--- config.mk ---
export PLATFORM = sky130hd
export DESIGN_NAME = pc_sequencer
export DESIGN_NICKNAME = d
export VERILOG_FILES = /design/src/rtl/pc_sequencer.sv
export SDC_FILE = /design/constraint.sdc
export NUM_CORES = 1
export LEC_CHECK = 0
export BUFFER_PORTS_ARGS = -buffer_cell sky130_fd_sc_hd__buf_2
export CORE_UTILIZATION = 49
export CTS_CLUSTER_DIAMETER = 30
export DETAILED_ROUTE_END_ITERATION = 8
export HOLD_SLACK_MARGIN = 0.1
export PLACE_DENSITY = 0.84
export SLEW_MARGIN = 20
export SYNTH_ARGS = -nofsm -noshare
export SYNTH_HDL_FRONTEND = slang
export SYNTH_SLANG_ARGS = --single-unit
export TNS_END_PERCENT = 5
--- constraint.sdc ---
create_clock -name clk_i -period 3.4 [get_ports clk_i]
set_input_delay 0.51 -clock clk_i [delete_from_list [all_inputs] [get_ports clk_i]]
set_output_delay 0.51 -clock clk_i [all_outputs]
set_load 0.01 [all_outputs]
--- src/rtl/pc_sequencer.sv ---
`default_nettype none
// ============================================================================
// Module      : pc_sequencer
// Description : Program-counter sequencer. It issues one PC per instruction at
//               a runtime cycles-per-instruction rate and applies relative or
//               absolute branches. It supports stall and halt, and keeps
//               cycle and retired-instruction performance counters.
// Revision    : 1.0 - initial release
// ============================================================================
module pc_sequencer #(
    parameter int                ADDR_W      = 10,
    parameter int                DATA_W      = 32,
    parameter int                TICK_W      = 64,
    parameter logic [ADDR_W-1:0] START_ADDR  = 'h80,
    parameter int                INSTR_BYTES = 4,
    parameter int                CPI_W       = 4,
    parameter int                BR_SHIFT    = 1
) (
    input  logic              clk_i,
    input  logic              rst_ni,
    input  logic              enable_i,
    input  logic              stall_i,
    input  logic [CPI_W-1:0]  cpi_i,
    input  logic              br_valid_i,
    input  logic              br_mode_i,
    input  logic [DATA_W-1:0] br_target_i,
    input  logic              halt_req_i,
    output logic [ADDR_W-1:0] pc_o,
    output logic              issue_o,
    output logic              retire_o,
    output logic              halted_o,
    output logic [TICK_W-1:0] cycle_cnt_o,
    output logic [TICK_W-1:0] instr_cnt_o
);

    typedef enum logic [1:0] {
        S_IDLE = 2'd0,
        S_RUN  = 2'd1,
        S_HALT = 2'd2
    } state_t;

    state_t              state_q, state_d;
    logic [ADDR_W-1:0]   pc_q, pc_d;
    logic [CPI_W-1:0]    phase_q, phase_d;
    logic [CPI_W-1:0]    cpi_q, cpi_d;
    logic [TICK_W-1:0]   cyc_q, cyc_d;
    logic [TICK_W-1:0]   instr_q, instr_d;
    logic                br_pend_q, br_pend_d;
    logic                br_mode_q, br_mode_d;
    logic [ADDR_W-1:0]   br_tgt_q, br_tgt_d;
    logic                halt_pend_q, halt_pend_d;

    // Only the low ADDR_W bits of the sign-extended target can affect the pc,
    // because a shift left and a truncation never pull in higher bits.
    logic [ADDR_W-1:0]   w_tgt_lo;

    if (DATA_W > ADDR_W) begin : g_tgt_trunc
        logic w_unused_tgt_hi;
        assign w_unused_tgt_hi = ^br_target_i[DATA_W-1:ADDR_W];
        assign w_tgt_lo        = br_target_i[ADDR_W-1:0];
    end else if (DATA_W == ADDR_W) begin : g_tgt_exact
        assign w_tgt_lo = br_target_i;
    end else begin : g_tgt_sext
        assign w_tgt_lo = {{(ADDR_W-DATA_W){br_target_i[DATA_W-1]}}, br_target_i};
    end

    logic                w_active;
    logic [CPI_W-1:0]    w_cpi_in_eff;
    logic [CPI_W-1:0]    w_cpi_cur;
    logic                w_issue;
    logic                w_retire;
    logic                w_br_take;
    logic                w_br_mode;
    logic [ADDR_W-1:0]   w_br_tgt;
    logic [ADDR_W-1:0]   w_br_pc;

    // Phase qualification, issue/retire strobes and branch-target resolution.
    // A request on the retire cycle itself takes priority over a pending one.
    always_comb begin
        w_active     = (state_q == S_RUN) && enable_i && !stall_i;
        w_cpi_in_eff = (cpi_i == '0) ? CPI_W'(1) : cpi_i;
        w_cpi_cur    = (phase_q == '0) ? w_cpi_in_eff : cpi_q;
        w_issue      = w_active && (phase_q == '0);
        w_retire     = w_active && (phase_q == (w_cpi_cur - CPI_W'(1)));
        w_br_take    = br_valid_i || br_pend_q;
        w_br_mode    = br_valid_i ? br_mode_i : br_mode_q;
        w_br_tgt     = br_valid_i ? w_tgt_lo : br_tgt_q;
        w_br_pc      = w_br_mode ? w_br_tgt : (pc_q + (w_br_tgt << BR_SHIFT));
    end

    // Next-state logic for the sequencer FSM and its datapath registers.
    always_comb begin
        state_d     = state_q;
        pc_d        = pc_q;
        phase_d     = phase_q;
        cpi_d       = cpi_q;
        cyc_d       = cyc_q;
        instr_d     = instr_q;
        br_pend_d   = br_pend_q;
        br_mode_d   = br_mode_q;
        br_tgt_d    = br_tgt_q;
        halt_pend_d = halt_pend_q;
        case (state_q)
            S_IDLE: begin
                if (enable_i) begin
                    state_d = S_RUN;
                end
            end
            S_RUN: begin
                if (enable_i) begin
                    cyc_d = cyc_q + TICK_W'(1);
                end
                if (w_active) begin
                    if (phase_q == '0) begin
                        cpi_d = w_cpi_in_eff;
                    end
                    if (w_retire) begin
                        pc_d        = w_br_take ? w_br_pc : (pc_q + ADDR_W'(INSTR_BYTES));
                        instr_d     = instr_q + TICK_W'(1);
                        phase_d     = '0;
                        br_pend_d   = 1'b0;
                        halt_pend_d = 1'b0;
                        if (halt_req_i || halt_pend_q) begin
                            state_d = S_HALT;
                        end
                    end else begin
                        phase_d = phase_q + CPI_W'(1);
                        if (br_valid_i) begin
                            br_pend_d = 1'b1;
                            br_mode_d = br_mode_i;
                            br_tgt_d  = w_tgt_lo;
                        end
                        if (halt_req_i) begin
                            halt_pend_d = 1'b1;
                        end
                    end
                end
            end
            S_HALT: begin
                state_d = S_HALT;
            end
            default: begin
                state_d = S_IDLE;
            end
        endcase
    end

    // State register with synchronous active-low reset.
    always_ff @(posedge clk_i) begin
        if (!rst_ni) begin
            state_q     <= S_IDLE;
            pc_q        <= START_ADDR;
            phase_q     <= '0;
            cpi_q       <= CPI_W'(1);
            cyc_q       <= '0;
            instr_q     <= '0;
            br_pend_q   <= 1'b0;
            br_mode_q   <= 1'b0;
            br_tgt_q    <= '0;
            halt_pend_q <= 1'b0;
        end else begin
            state_q     <= state_d;
            pc_q        <= pc_d;
            phase_q     <= phase_d;
            cpi_q       <= cpi_d;
            cyc_q       <= cyc_d;
            instr_q     <= instr_d;
            br_pend_q   <= br_pend_d;
            br_mode_q   <= br_mode_d;
            br_tgt_q    <= br_tgt_d;
            halt_pend_q <= halt_pend_d;
        end
    end

    assign pc_o        = pc_q;
    assign issue_o     = w_issue;
    assign retire_o    = w_retire;
    assign halted_o    = (state_q == S_HALT);
    assign cycle_cnt_o = cyc_q;
    assign instr_cnt_o = instr_q;

endmodule
`default_nettype wire

## Word-level counts from Yosys, hierarchy flattened

Index checks and enable logic that the tools add are counted.

- Bits in registers: 161
- Bits of input ports: 43
- Output and inout bits: 141
- Word-level logic and storage cells: 59

- $add $sub $neg: 6
- Eq/ne operators: 7
- Muxes and demuxes: 16
- Bitwise gates (word level): 1
- Reduce and logical (&&, ||, !) cells: 19

Operator list:

| operator | count |
|---|---|
| 64-bit by 1-bit adder with 64-bit output (second input constant) | 2 |
| 10-bit 2-to-1 mux | 3 |
| 4-bit 2-to-1 mux | 3 |
| 3-bit AND reduction | 4 |
| 10-bit adder | 1 |
| 10-bit by 3-bit adder with 10-bit output (second input constant) | 1 |
| 4-bit zero test | 2 |
| 2-bit 2-to-1 mux | 4 |
| 2-bit != test (second input constant) | 3 |
| 2-bit one-hot mux with 3 select lines | 1 |
| 1-bit 2-to-1 mux | 5 |
| 4-bit by 1-bit adder with 4-bit output (second input constant) | 1 |
| 4-bit == test | 1 |
| 1-bit logical AND | 4 |
| 2-bit AND reduction | 2 |
| 4-bit AND reduction | 1 |
| 2-bit nonzero test | 2 |
| 4-bit by 1-bit subtractor with 4-bit output (second input constant) | 1 |
| 2-bit by 1-bit == test with 1-bit output (second input constant) | 1 |
| 2-bit == test (second input constant) | 1 |
| 2-bit zero test | 1 |
| 1-bit logical OR | 2 |
| 2-bit by 1-bit != test with 1-bit output (second input constant) | 1 |
| 1-bit zero test | 1 |
| 1-bit NOT | 1 |

## Depth between registers and ports, before layout

Gate-level depths: netlist (run 1).

- Depth after elaboration: 9
- Mapped depth: 15
- Depth with buffers taken out: 13

## Worst setup path before layout (run 1)

No wires, ideal clock.

- Path kind: input to register
- From: input port br_valid_i
- To: register pc_q[9], in the netlist pc_o[9]
- Setup time: 0.123 ns
- Arrival: 3.343 ns
- Required time: 3.277 ns
- Setup slack: -0.066 ns
- Cell stages on the path: 12
- Buffers on the path: 2
- Cell sequence: clkbuf_1 buf_1 mux2_2 ha_1 fa_1 a21o_1 a311o_1 a31o_2 a21oi_1 xnor2_1 a21oi_1 o22ai_1

- Longest elaborated chain between the ends: 4
- Elaborated cells on any way between the ends: 6
- Those cells by class: 1 x add/sub; 4 x mux; 1 x reduce/logical

Ends and longest elaborated chain:

| item | RTL line | text |
|---|---|---|
| from (decl) | 24 | `input logic br_valid_i,` |
| 10-bit 2-to-1 mux | -- |  |
| via w_br_tgt[0] | 74 | `logic [ADDR_W-1:0] w_br_tgt;` |
| 10-bit adder | 88 | `w_br_pc = w_br_mode ? w_br_tgt : (pc_q + (w_br_tgt << BR_SHIFT));` |
| 10-bit 2-to-1 mux | 88 |  |
| 10-bit 2-to-1 mux | 118 | `pc_d = w_br_take ? w_br_pc : (pc_q + ADDR_W'(INSTR_BYTES));` |
| to (signal assigned) | 163 | `pc_q <= pc_d;` |
| to (decl) | 43 | `logic [ADDR_W-1:0] pc_q, pc_d;` |

The timed path passes the listed nets, and every way through them passes these cells.
A chain may end at the register's enable or synchronous reset.

## Worst setup path in the final report (run 1)

- From: register phase_q[0]
- To: register instr_q[25], in the netlist instr_cnt_o[25]

- Longest elaborated chain between the ends: 6

Ends and longest elaborated chain:

| item | RTL line | text |
|---|---|---|
| from (decl) | 44 | `logic [CPI_W-1:0] phase_q, phase_d;` |
| from (signal assigned) | 164 | `phase_q <= phase_d;` |
| 4-bit zero test | 82 | `w_cpi_cur = (phase_q == '0) ? w_cpi_in_eff : cpi_q;` |
| 4-bit 2-to-1 mux | -- |  |
| 4-bit by 1-bit subtractor with 4-bit output | 84 | `w_retire = w_active && (phase_q == (w_cpi_cur - CPI_W'(1)));` |
| 4-bit == test (*) | 84 |  |
| 1-bit logical AND (*) | 84 |  |
| 3-bit AND reduction (no source line) (*) | -- |  |
| to (signal assigned) | 167 | `instr_q <= instr_d;` |
| to (decl) | 47 | `logic [TICK_W-1:0] instr_q, instr_d;` |

Mark *: on every way between the ends. The rest lies on a longest branch, timed or not.

==> reports/qor.csv, run 1 <==
stage,metric,value,unit
timing,finalSetupTns,-49.8,ps
pwr,total_power,4.32,mW
drt,drt_first_pass_iters,5,
grt,antenna_found_initial,0,
outcome,failed_checks,setup timing,
pwr,ir_worst_vdd,358,uV
cts,htree_levels,4,
flow_run,maxCapViolations,0,
place,dp_hpwl,14200,um
synth,synth_edf_count,0,
grt,grt_pass1_vias,7026,
place,placed_cell_area,9360,um^2
timing,min_period_over_period,101,%
drt,wire_per_inst,15.1,um
die,rows,46,
timing,finalSetupViolCount,3,
synth,synth_flop_cell,dfxtp_1,
critical_path,worstPathRequired,3760,ps
drt,vias,7930,
critical_path,crit_path_max_fanout,5,
timing,rsz0062_at_grt,true,
timing,fmax,0.292,GHz
finish,fin_util,63.9,%
synth,seq_area_frac_synth,39.2,%
grt,track_usage,23.3,%
finish,multi_input_area,4850,um^2
timing,finClkSkew,11.7,ps
place,io_buffers,161,
drt,drtIter0Drc,439,
synth,async_flop_share,0,%
finish,design_area,10300,um^2
synth,ys_ff_latch,161,
die,ios,184,
cts,cts_tree,yes,
drt,drc,0,
timing,maxSlewViolCount,0,
outcome,status,"complete, but fails checks",
die,fp.dieH,132,um
drt,viasPerCell,5.71,
critical_path,worstPathArrival,3780,ps
cts,cts.sinks,161,
cts,cts_hold_buf,0,
cts,clock_path_buffers,2,
synth,synth_nets,1050,
critical_path,path_class,reg -> reg,
grt,grt_remaining_overflow,0,
die,initial_core_util,51.0,%
timing,final.min_clock_period,3420,ps
place,place_inst,1347,
synth,avgSynthCellArea,8.32,um^2
cts,cts_root_buffer,clkbuf_16,
synth,syn_inst,988,
pwr,power_density,420,nW/um^2
synth,syn-cell-area,8220,um^2
drt,postRouteAntennaNets,0,
grt,grt_pass1_wl,33700,um
cts,cts_buffers,17,
critical_path,endpoint_kind,flip-flop,
pwr,p_leak,4.16,nW
cts,clk_pin_slew,60,ps
timing,hold_viol,0,
finish,diodes,0,
finish,area_delta_synth_final,25.3,%
grt,grt_max_degree,59,
die,core_area,16100,um^2
drt,routed_wirelength,21000,um
synth,yosysWarningCount,0,
worst_hold_path,hp-class,in -> reg,
die,dieArea,17300,um^2
timing,setup_slack,-22.9,ps
finish,stdcell_count,1390,
place,dp_slack,-4.35,ps
synth,synth.distinct_cells,63,
timing,worstMarginPinSlew,630,ps
finish,fillers,1315,
timing,holdWs,361,ps
finish,seq_area,3230,um^2
finish,drive_gt1_share,25.6,%
die,die_w,132,um
place,gp_congestion,0.818,
critical_path,worstSetupStartpointType,flip-flop,
timing,maxSlewHeadroom,56.8,%
finish,num-nets-final,1224,
cts,clk_latency,430,ps
==> final cells by class <==
class                   count  share of cell area (%)
multi-input cells         743                    47.1
flip-flops and latches    161                    31.3
repair buffers            207                    12.1
clock buffers              18                    4.17
well taps                 216                    2.62
clock inverters            13                    1.49
inverters                  32                    1.21
==> cell families (layout without fill, tap and decap cells) <==
group | count (synthesis) | count (layout) | share of synthesized area, %
compound gates | 193 | 193 | 15.1
xor+xnor | 76 | 76 | 8.09
fa+ha+maj | 19 | 19 | 2.98
buf+inv | 84 | 270 | 4.15
flops | 161 | 161 | 39.2
mux | 22 | 22 | 2.80
simple gates | 433 | 433 | 27.7
==> cell usage in the layout (no fill, tap or decap), types with 27 or more instances in the layout <==
cell type / count
a21oi_1: 70
buf_2: 160
nor2_1: 104
nand2_1: 92
o21ai_0: 39
xnor2_1: 31
o31ai_1: 28
inv_1: 28
or4_1: 27
dfxtp_1: 159
buf_4: 37
xor2_1: 43
nand3_1: 56
==> Yosys cell counts, types with 3 or more instances <==
cell type | instances | area, um^2
a21o_1 | 3 | 22.5
or3_1 | 27 | 169
a31oi_1 | 3 | 18.8
ha_1 | 18 | 225
inv_1 | 32 | 120
o41ai_1 | 3 | 26.3
and2_1 | 10 | 62.6
nand4_1 | 26 | 163
nand3_1 | 56 | 280
mux2i_1 | 14 | 140
nor4_1 | 5 | 31.3
dfxtp_1 | 161 | 3220
o31ai_1 | 33 | 248
and4_1 | 16 | 140
a211oi_1 | 3 | 22.5
clkbuf_1 | 38 | 143
nor3_1 | 16 | 80.1
mux2_2 | 8 | 90.1
nand2b_1 | 10 | 62.6
o311ai_0 | 3 | 26.3
xnor2_1 | 33 | 289
o21ai_0 | 40 | 200
nand2_1 | 93 | 349
nor2b_1 | 4 | 25.0
and3_1 | 17 | 106
a21oi_1 | 79 | 395
or4_1 | 35 | 263
nor2_1 | 104 | 390
buf_2 | 9 | 45.0
o211ai_1 | 3 | 22.5
xor2_1 | 43 | 377
==> critical path, stage by stage (launching register included) <==
cell and delay, ps:
dfxtp_2 320, inv_2 60, ha_4 150, or4b_4 480, o22ai_4 150, ha_4 250
xnor2_4 130, a2111oi_4 360, and2_4 260, buf_6 130, nand4_4 190, clkbuf_16 240
or4_4 480, a21oi_2 150
==> state kept, by name (all words and copies together), names as in the netlist <==
signal,cells
br_mode_q,1
br_pend_q,1
br_tgt_q,10
cpi_q,4
cycle_cnt_o,64
halt_pend_q,1
instr_cnt_o,64
pc_o,10
phase_q,4
state_q,2
==> worst paths after layout <==
check / start / to / slack (ps) / cells past startpoint
max: phase_q[0]$_SDFFE_PN0P_ / instr_cnt_o[25]$_SDFFE_PN0P_ / -20 / 13
min: br_target_i[8] / br_tgt_q[8]$_SDFFE_PN0P_ / 360 / 2
max reg2reg: phase_q[0]$_SDFFE_PN0P_ / instr_cnt_o[25]$_SDFFE_PN0P_ / -20 / 13
min reg2reg: br_tgt_q[3]$_SDFFE_PN0P_ / br_tgt_q[3]$_SDFFE_PN0P_ / 460 / 2
==> repair_timing <==
action                     CTS  global route
pin swaps                   12            40
resized for setup           22            29
gates cloned                 0             3
buffers inserted             8             2
setup endpoints to repair   19            50
==> report_power, final <==
group	internal (mW)	leakage, nW	switching [mW]
Sequential	1.92	1.30	0.0245
Combinational	0.192	2.59	0.272
Clock	1.09	0.277	0.825
==> per-layer routing <==
layer | vias to the layer above | wire, um | track usage (%)
met5 | - | 0 | 0
met4 | 0 | 393 | 8.14
met3 | 36 | 1390 | 5.86
met2 | 266 | 9760 | 37.9
met1 | 3727 | 9490 | 29.9
li1 | 3901 | - | -
(Power assumes the default switching activity.)
==> inputs of run 2 (changes only) <==
- CORE_UTILIZATION: 49 -> 50
- PLACE_DENSITY: 0.84 -> 0.83
- clock period: 3.4 -> 3.35 ns (I/O delays scaled with it)
==> run 2 against run 1 <==
The flow still finishes with violations (setup timing). Highest routed layer unchanged. Hold slack lost 21 ps. Critical path type unchanged. Via count grew 1.5%. Utilization grew 1.8 points. Wire length grew 4.0%. Sequential power is essentially flat. Critical path depth is the same. Global-route usage grew 0.74 points.
==> reports/qor.csv, run 2 (synthesis gave the netlist of run 1 again) <==
stage,metric,value,unit,change
grt,grt_remaining_overflow,0,,unchanged
finish,drive_gt1_share,27.2,%,+1.7 points
die,ios,184,,unchanged
finish,area_delta_synth_final,27.4,%,
cts,cts_buffers,17,,unchanged
place,gp_congestion,0.828,,+1.2%
timing,finClkSkew,10.0,ps,-1.64 ps
cts,clock_path_buffers,2,,unchanged
critical_path,worstPathArrival,3890,ps,+110 ps
flow_run,maxCapViolations,0,,unchanged
finish,fillers,1273,,-3.2%
cts,cts_root_buffer,clkbuf_16,,
pwr,p_leak,4.26,nW,+2.3%
critical_path,worstSetupStartpointType,flip-flop,,
drt,dr_wl_met2,10500,um,+7.1%
finish,fin_util,65.7,%,+1.8 points
critical_path,endpoint_kind,flip-flop,,
pwr,total_power,4.35,mW,+0.55%
grt,track_usage,24.1,%,+0.74 points
critical_path,path_class,reg -> reg,,
worst_hold_path,min_delay_path_depth,3,,+1
drt,drtIter0Drc,560,,+28%
grt,grt_pass1_vias,7107,,+1.2%
die,initial_core_util,51.6,%,+0.55 points
cts,clk_pin_slew,60,ps,about the same
drt,wl_met1,9310,um,-1.9%
critical_path,r2r_cells,13,,unchanged
timing,holdWs,339,ps,-21.4 ps
die,fp.dieH,130,um,-0.99%
pwr,ir_worst_vdd,360,uV,+0.76%
grt,grt_pass1_wl,33000,um,-1.9%
timing,hold_viol,0,,unchanged
drt,drc,0,,unchanged
drt,routed_wirelength,21900,um,+4.0%
place,io_buffers,161,,unchanged
timing,worstMarginPinSlew,934,ps,+304 ps
finish,diodes,0,,unchanged
drt,postRouteAntennaNets,0,,unchanged
finish,design_area,10500,um^2,+1.7%
finish,stdcell_count,1398,,+0.58%
drt,highest_layer,met4,,
grt,grt_max_degree,71,,+20%
cts,cts_tree,yes,,
place,dp_hpwl,14100,um,-0.65%
die,core_area,15900,um^2,-1.1%
drt,wire_per_inst,15.6,um,+3.4%
cts,clk_latency,430,ps,about the same
timing,setup_slack,-193,ps,-170 ps
finish,num-nets-final,1232,,+0.65%
drt,vias,8049,,+1.5%
timing,finalSetupViolCount,36,,+33
cts,htree_levels,4,,unchanged
critical_path,crit_path_max_fanout,4,,-1
timing,min_period_over_period,106,%,+5.1 points
pwr,power_density,415,nW/um^2,-1.1%
die,rows,46,,unchanged
cts,cts_hold_buf,0,,unchanged
critical_path,worstPathRequired,3700,ps,-60 ps
timing,maxSlewHeadroom,37.5,%,-19 points
die,die_w,130,um,-0.99%
worst_hold_path,hp-class,in -> reg,,
grt,antenna_found_initial,0,,unchanged
finish,layout_common_cells,"dfxtp_1 (160), buf_2 (160), nor2_1 (104), nand2_1 (92), a21oi_1 (63)",,
outcome,failed_checks,setup timing,,
drt,drt_first_pass_iters,5,,unchanged
outcome,status,"complete, but fails checks",,
drt,wl_met3,1630,um,+18%
place,placed_cell_area,9380,um^2,+0.19%
timing,rsz0062_at_grt,true,,
timing,fmax,0.282,GHz,-3.4%
timing,maxSlewViolCount,0,,unchanged
cts,cts.sinks,161,,unchanged
drt,viasPerCell,5.76,,+0.92%
timing,final.min_clock_period,3540,ps,+120 ps
die,dieArea,17000,um^2,-2.0%
place,place_inst,1346,,-0.074%
## run 2: worst paths after layout
| kind | from | to | slack [ps] |
|---|---|---|---|
| setup / recovery | phase_q[0]$_SDFFE_PN0P_ | instr_cnt_o[32]$_SDFFE_PN0P_ | -190 |
| hold / removal | cpi_i[3] | cpi_q[3]$_SDFFE_PN0P_ | 340 |
| hold reg to reg | br_tgt_q[6]$_SDFFE_PN0P_ | br_tgt_q[6]$_SDFFE_PN0P_ | 450 |
| setup reg to reg | phase_q[0]$_SDFFE_PN0P_ | instr_cnt_o[32]$_SDFFE_PN0P_ | -190 |
## run 2: layout make-up
class / count / area (um^2) / share of cell area [%]
inverter: 32 / 125 / 1.19
tap: 216 / 270 / 2.58
clock inverter: 10 / 104 / 0.991
clock buffer: 21 / 460 / 4.39
sequential: 161 / 3220 / 30.8
multi-input combinational: 743 / 4900 / 46.8
timing repair buffer: 215 / 1390 / 13.3
## run 2: critical path, stage by stage, from the launching register on
cell and delay, ps:
dfxtp_2 320, inv_2 60, ha_4 160, or4b_4 480, o22ai_4 190, ha_4 260
xnor2_4 150, a2111oi_4 340, and2_4 240, buf_6 130, nand4_4 200, clkbuf_16 240
or4_4 510, a21oi_2 170
## run 2: power by group
group          internal, mW  switching, mW  total [mW]
registers              1.95         0.0245        1.97
clock network          1.07          0.807        1.87
logic                 0.220          0.284       0.504
total                  3.23           1.12        4.35
## run 2: metrics by stage
stage | setup WS, ps | TNS, ps
4_1_cts | -77.2 | -681
3_3_place_gp | -11.3 | -33.0
5_1_grt | -315 | -9040
2_1_floorplan | -8.04 | -8.04
6_report | -193 | -2650
3_5_place_dp | -69.6 | -819
## run 2: repair_timing
item	4_1_cts	5_1_grt
setup buffers	8	8
pin swaps	11	61
endpoints found under the setup margin	30	53
gates cloned	0	6
resized for setup	13	51
## run 2: metal layers
| metal | track usage, % | vias up |
|---|---|---|
| li1 | - | 3930 |
| met1 | 30.1 | 3811 |
| met2 | 39.4 | 267 |
| met3 | 6.27 | 41 |
| met4 | 9.85 | 0 |
| met5 | 0 | - |
==> inputs of run 3 (changes only) <==
- MAX_ROUTING_LAYER: default -> met4
==> run 3 against run 2 <==
The run still ends with setup timing left. Register-to-register slack better by 40 ps. Utilization decreased by 0.13 points. Cell area decreased by 0.19%. Hold slack lost 3.8 ps. Maximum frequency rose by 1.2%. First-iteration DRC count down 20%. Via count about the same. Non-clock buffer count unchanged. Critical endpoint is now instr_cnt_o[34]$_SDFFE_PN0P_. Largest cell class unchanged.
==> reports/qor.csv, run 3 (synthesis gave the netlist of run 1 again) <==
stage,metric,value,unit,change
drt,drtIter0Drc,446,,-20%
timing,worstMarginPinSlew,938,ps,+3.98 ps
grt,antenna_found_initial,0,,unchanged
die,core_area,15900,um^2,unchanged
timing,setup_slack,-152,ps,+40.7 ps
pwr,p_leak,4.26,nW,-0.14%
pwr,total_power,4.35,mW,about the same
cts,cts.sinks,161,,unchanged
finish,drive_gt1_share,27.0,%,-0.25 points
finish,fillers,1284,,+0.86%
place,gp_congestion,0.840,,+1.5%
place,placed_cell_area,9380,um^2,unchanged
drt,postRouteAntennaNets,0,,unchanged
worst_hold_path,min_from,cpi_i[3],,
critical_path,cpMaxStageDelayCell,or4_4,,
critical_path,regToRegStartpoint,phase_q[0]$_SDFFE_PN0P_,,
critical_path,r2r_cells,13,,unchanged
critical_path,worstSetupStartpointType,flip-flop,,
die,fp.dieH,130,um,unchanged
worst_hold_path,min_delay_path_depth,3,,unchanged
worst_hold_path,hp-class,in -> reg,,
finish,seq_area,3220,um^2,unchanged
cts,cts_buffers,17,,unchanged
timing,finalSetupViolCount,35,,-2.8%
critical_path,worstPathRequired,3720,ps,+20 ps
grt,grt_pass1_vias,7106,,-0.014%
timing,fmax,0.286,GHz,+1.2%
critical_path,timing.rr.end,instr_cnt_o[34]$_SDFFE_PN0P_,,
grt,grt_remaining_overflow,0,,unchanged
timing,hold_viol,0,,unchanged
grt,grt_pass1_wl,33000,um,unchanged
die,rows,46,,unchanged
place,io_buffers,161,,unchanged
critical_path,crit_path_max_fanout,8,,+4
timing,final.min_clock_period,3500,ps,-40.7 ps
place,place_inst,1346,,unchanged
die,dieArea,17000,um^2,unchanged
grt,track_usage,24.8,%,+0.73 points
drt,wire_per_inst,15.6,um,-0.21%
cts,cts_tree,yes,,
finish,stdcell_count,1398,,unchanged
finish,layout_common_cells,"dfxtp_1 (160), buf_2 (160), nor2_1 (104), nand2_1 (92), a21oi_1 (63)",,
cts,htree_levels,4,,unchanged
flow_run,maxCapViolations,0,,unchanged
drt,drt_first_pass_iters,5,,unchanged
critical_path,crit_path_max_incr_delay,490,ps,-20 ps
drt,drc,0,,unchanged
cts,clock_path_buffers,2,,unchanged
timing,rsz0062_at_grt,true,,
critical_path,endpoint_kind,flip-flop,,
timing,finClkSkew,13.4,ps,+3.35 ps
die,initial_core_util,51.6,%,unchanged
drt,vias,8045,,-0.050%
die,ios,184,,unchanged
critical_path,path_class,reg -> reg,,
cts,clk_latency,440,ps,about the same
finish,multi_input_area,4880,um^2,-0.41%
timing,maxSlewHeadroom,37.2,%,-0.27 points
timing,maxSlewViolCount,0,,unchanged
pwr,ir_worst_vdd,366,uV,+1.6%
critical_path,critical-path-top-delay-family,simple AND/OR/NAND/NOR gates,,
place,dp_hpwl,14100,um,unchanged
outcome,status,"complete, but fails checks",,
finish,diodes,0,,unchanged
grt,grt_max_degree,71,,unchanged
critical_path,worstPathArrival,3870,ps,-20 ps
timing,min_period_over_period,105,%,-1.2 points
worst_hold_path,hold_end,cpi_q[3]$_SDFFE_PN0P_,,
critical_path,crit_top_cell,ha_4,,
critical_path,ff2ff_setup_slack,-150,ps,+40 ps
outcome,failed_checks,setup timing,,
drt,routed_wirelength,21800,um,-0.21%
finish,fin_util,65.6,%,-0.13 points
finish,num-nets-final,1232,,unchanged
timing,holdWs,336,ps,-3.77 ps
critical_path,path_cells,"inv_2, ha_4, or4b_4, o22ai_4, ha_4, xnor2_4, a2111oi_4, and2_4, buf_6, nand4_4, clkbuf_16, or4_4, a21oi_2",,
drt,viasPerCell,5.75,,about the same
finish,area_delta_synth_final,27.2,%,
cts,clk_pin_slew,70,ps,about the same
cts,cts_root_buffer,clkbuf_16,,
finish,design_area,10500,um^2,-0.19%
critical_path,crit_buf_inv,3,,unchanged
die,die_w,130,um,unchanged
pwr,power_density,416,nW/um^2,+0.29%
## run 3: cell counts in the layout (fill, tap and decap cells not counted)
Identical to the previous run, type by type.
## run 3: how the worst max path moves through the flow
stage,cells past startpoint,slack (ps),end,startpoint
after detailed placement,12,-70,instr_cnt_o[47]$_SDFFE_PN0P_,cpi_i[0]
after CTS,13,-80,retire_o,phase_q[1]$_SDFFE_PN0P_
after global routing,13,-300,instr_cnt_o[34]$_SDFFE_PN0P_,phase_q[0]$_SDFFE_PN0P_
final,13,-150,instr_cnt_o[34]$_SDFFE_PN0P_,phase_q[0]$_SDFFE_PN0P_
after global placement,12,-10,instr_cnt_o[59]$_SDFFE_PN0P_,cpi_i[0]
after floorplan,12,-8,pc_o[9]$_SDFFE_PN0P_,br_valid_i
## run 3: worst min-delay path, stage by stage
cell and delay, ps:
buf_2 100, mux2i_1 60, nor2_1 70
## run 3: routing by layer
metal	global-route usage, %	vias to the layer above	share of wire (%)
li1	-	3923	-
met3	5.33	46	6.8
met4	10.1	0	2.1
met5	-	-	0
met1	30.5	3812	43
met2	39.5	264	48
## run 3: repair_timing
| item | in CTS | in global routing |
|---|---|---|
| cloned | 0 | 6 |
| buffers inserted | 8 | 8 |
| setup endpoints to repair | 30 | 53 |
| pin swaps | 11 | 47 |
| endpoints found under the hold margin | 0 | 0 |
| gates resized for setup | 13 | 45 |
| hold buffers | 0 | 0 |
## run 3: per-stage QoR
step	setup TNS [ps]	setup WS, ps
global placement	-33.0	-11.3
global route	-9230	-300
finish	-2250	-152
CTS	-681	-77.2
floorplan	-8.04	-8.04
detailed placement	-819	-69.6
## run 3: cell type report
| cell class | count | share of cell area [%] |
|---|---|---|
| clock inverter | 10 | 0.993 |
| timing repair buffer | 215 | 13.3 |
| clock buffer | 21 | 4.40 |
| multi-input combinational | 743 | 46.7 |
| sequential | 161 | 30.8 |
| tap | 216 | 2.58 |
| inverter | 32 | 1.20 |
## run 3: report_power, final
part	switching [mW]	internal, mW	total [mW]
Clock	0.811	1.07	1.88
Sequential	0.0246	1.95	1.97
Combinational	0.284	0.221	0.505
Total	1.12	3.23	4.35
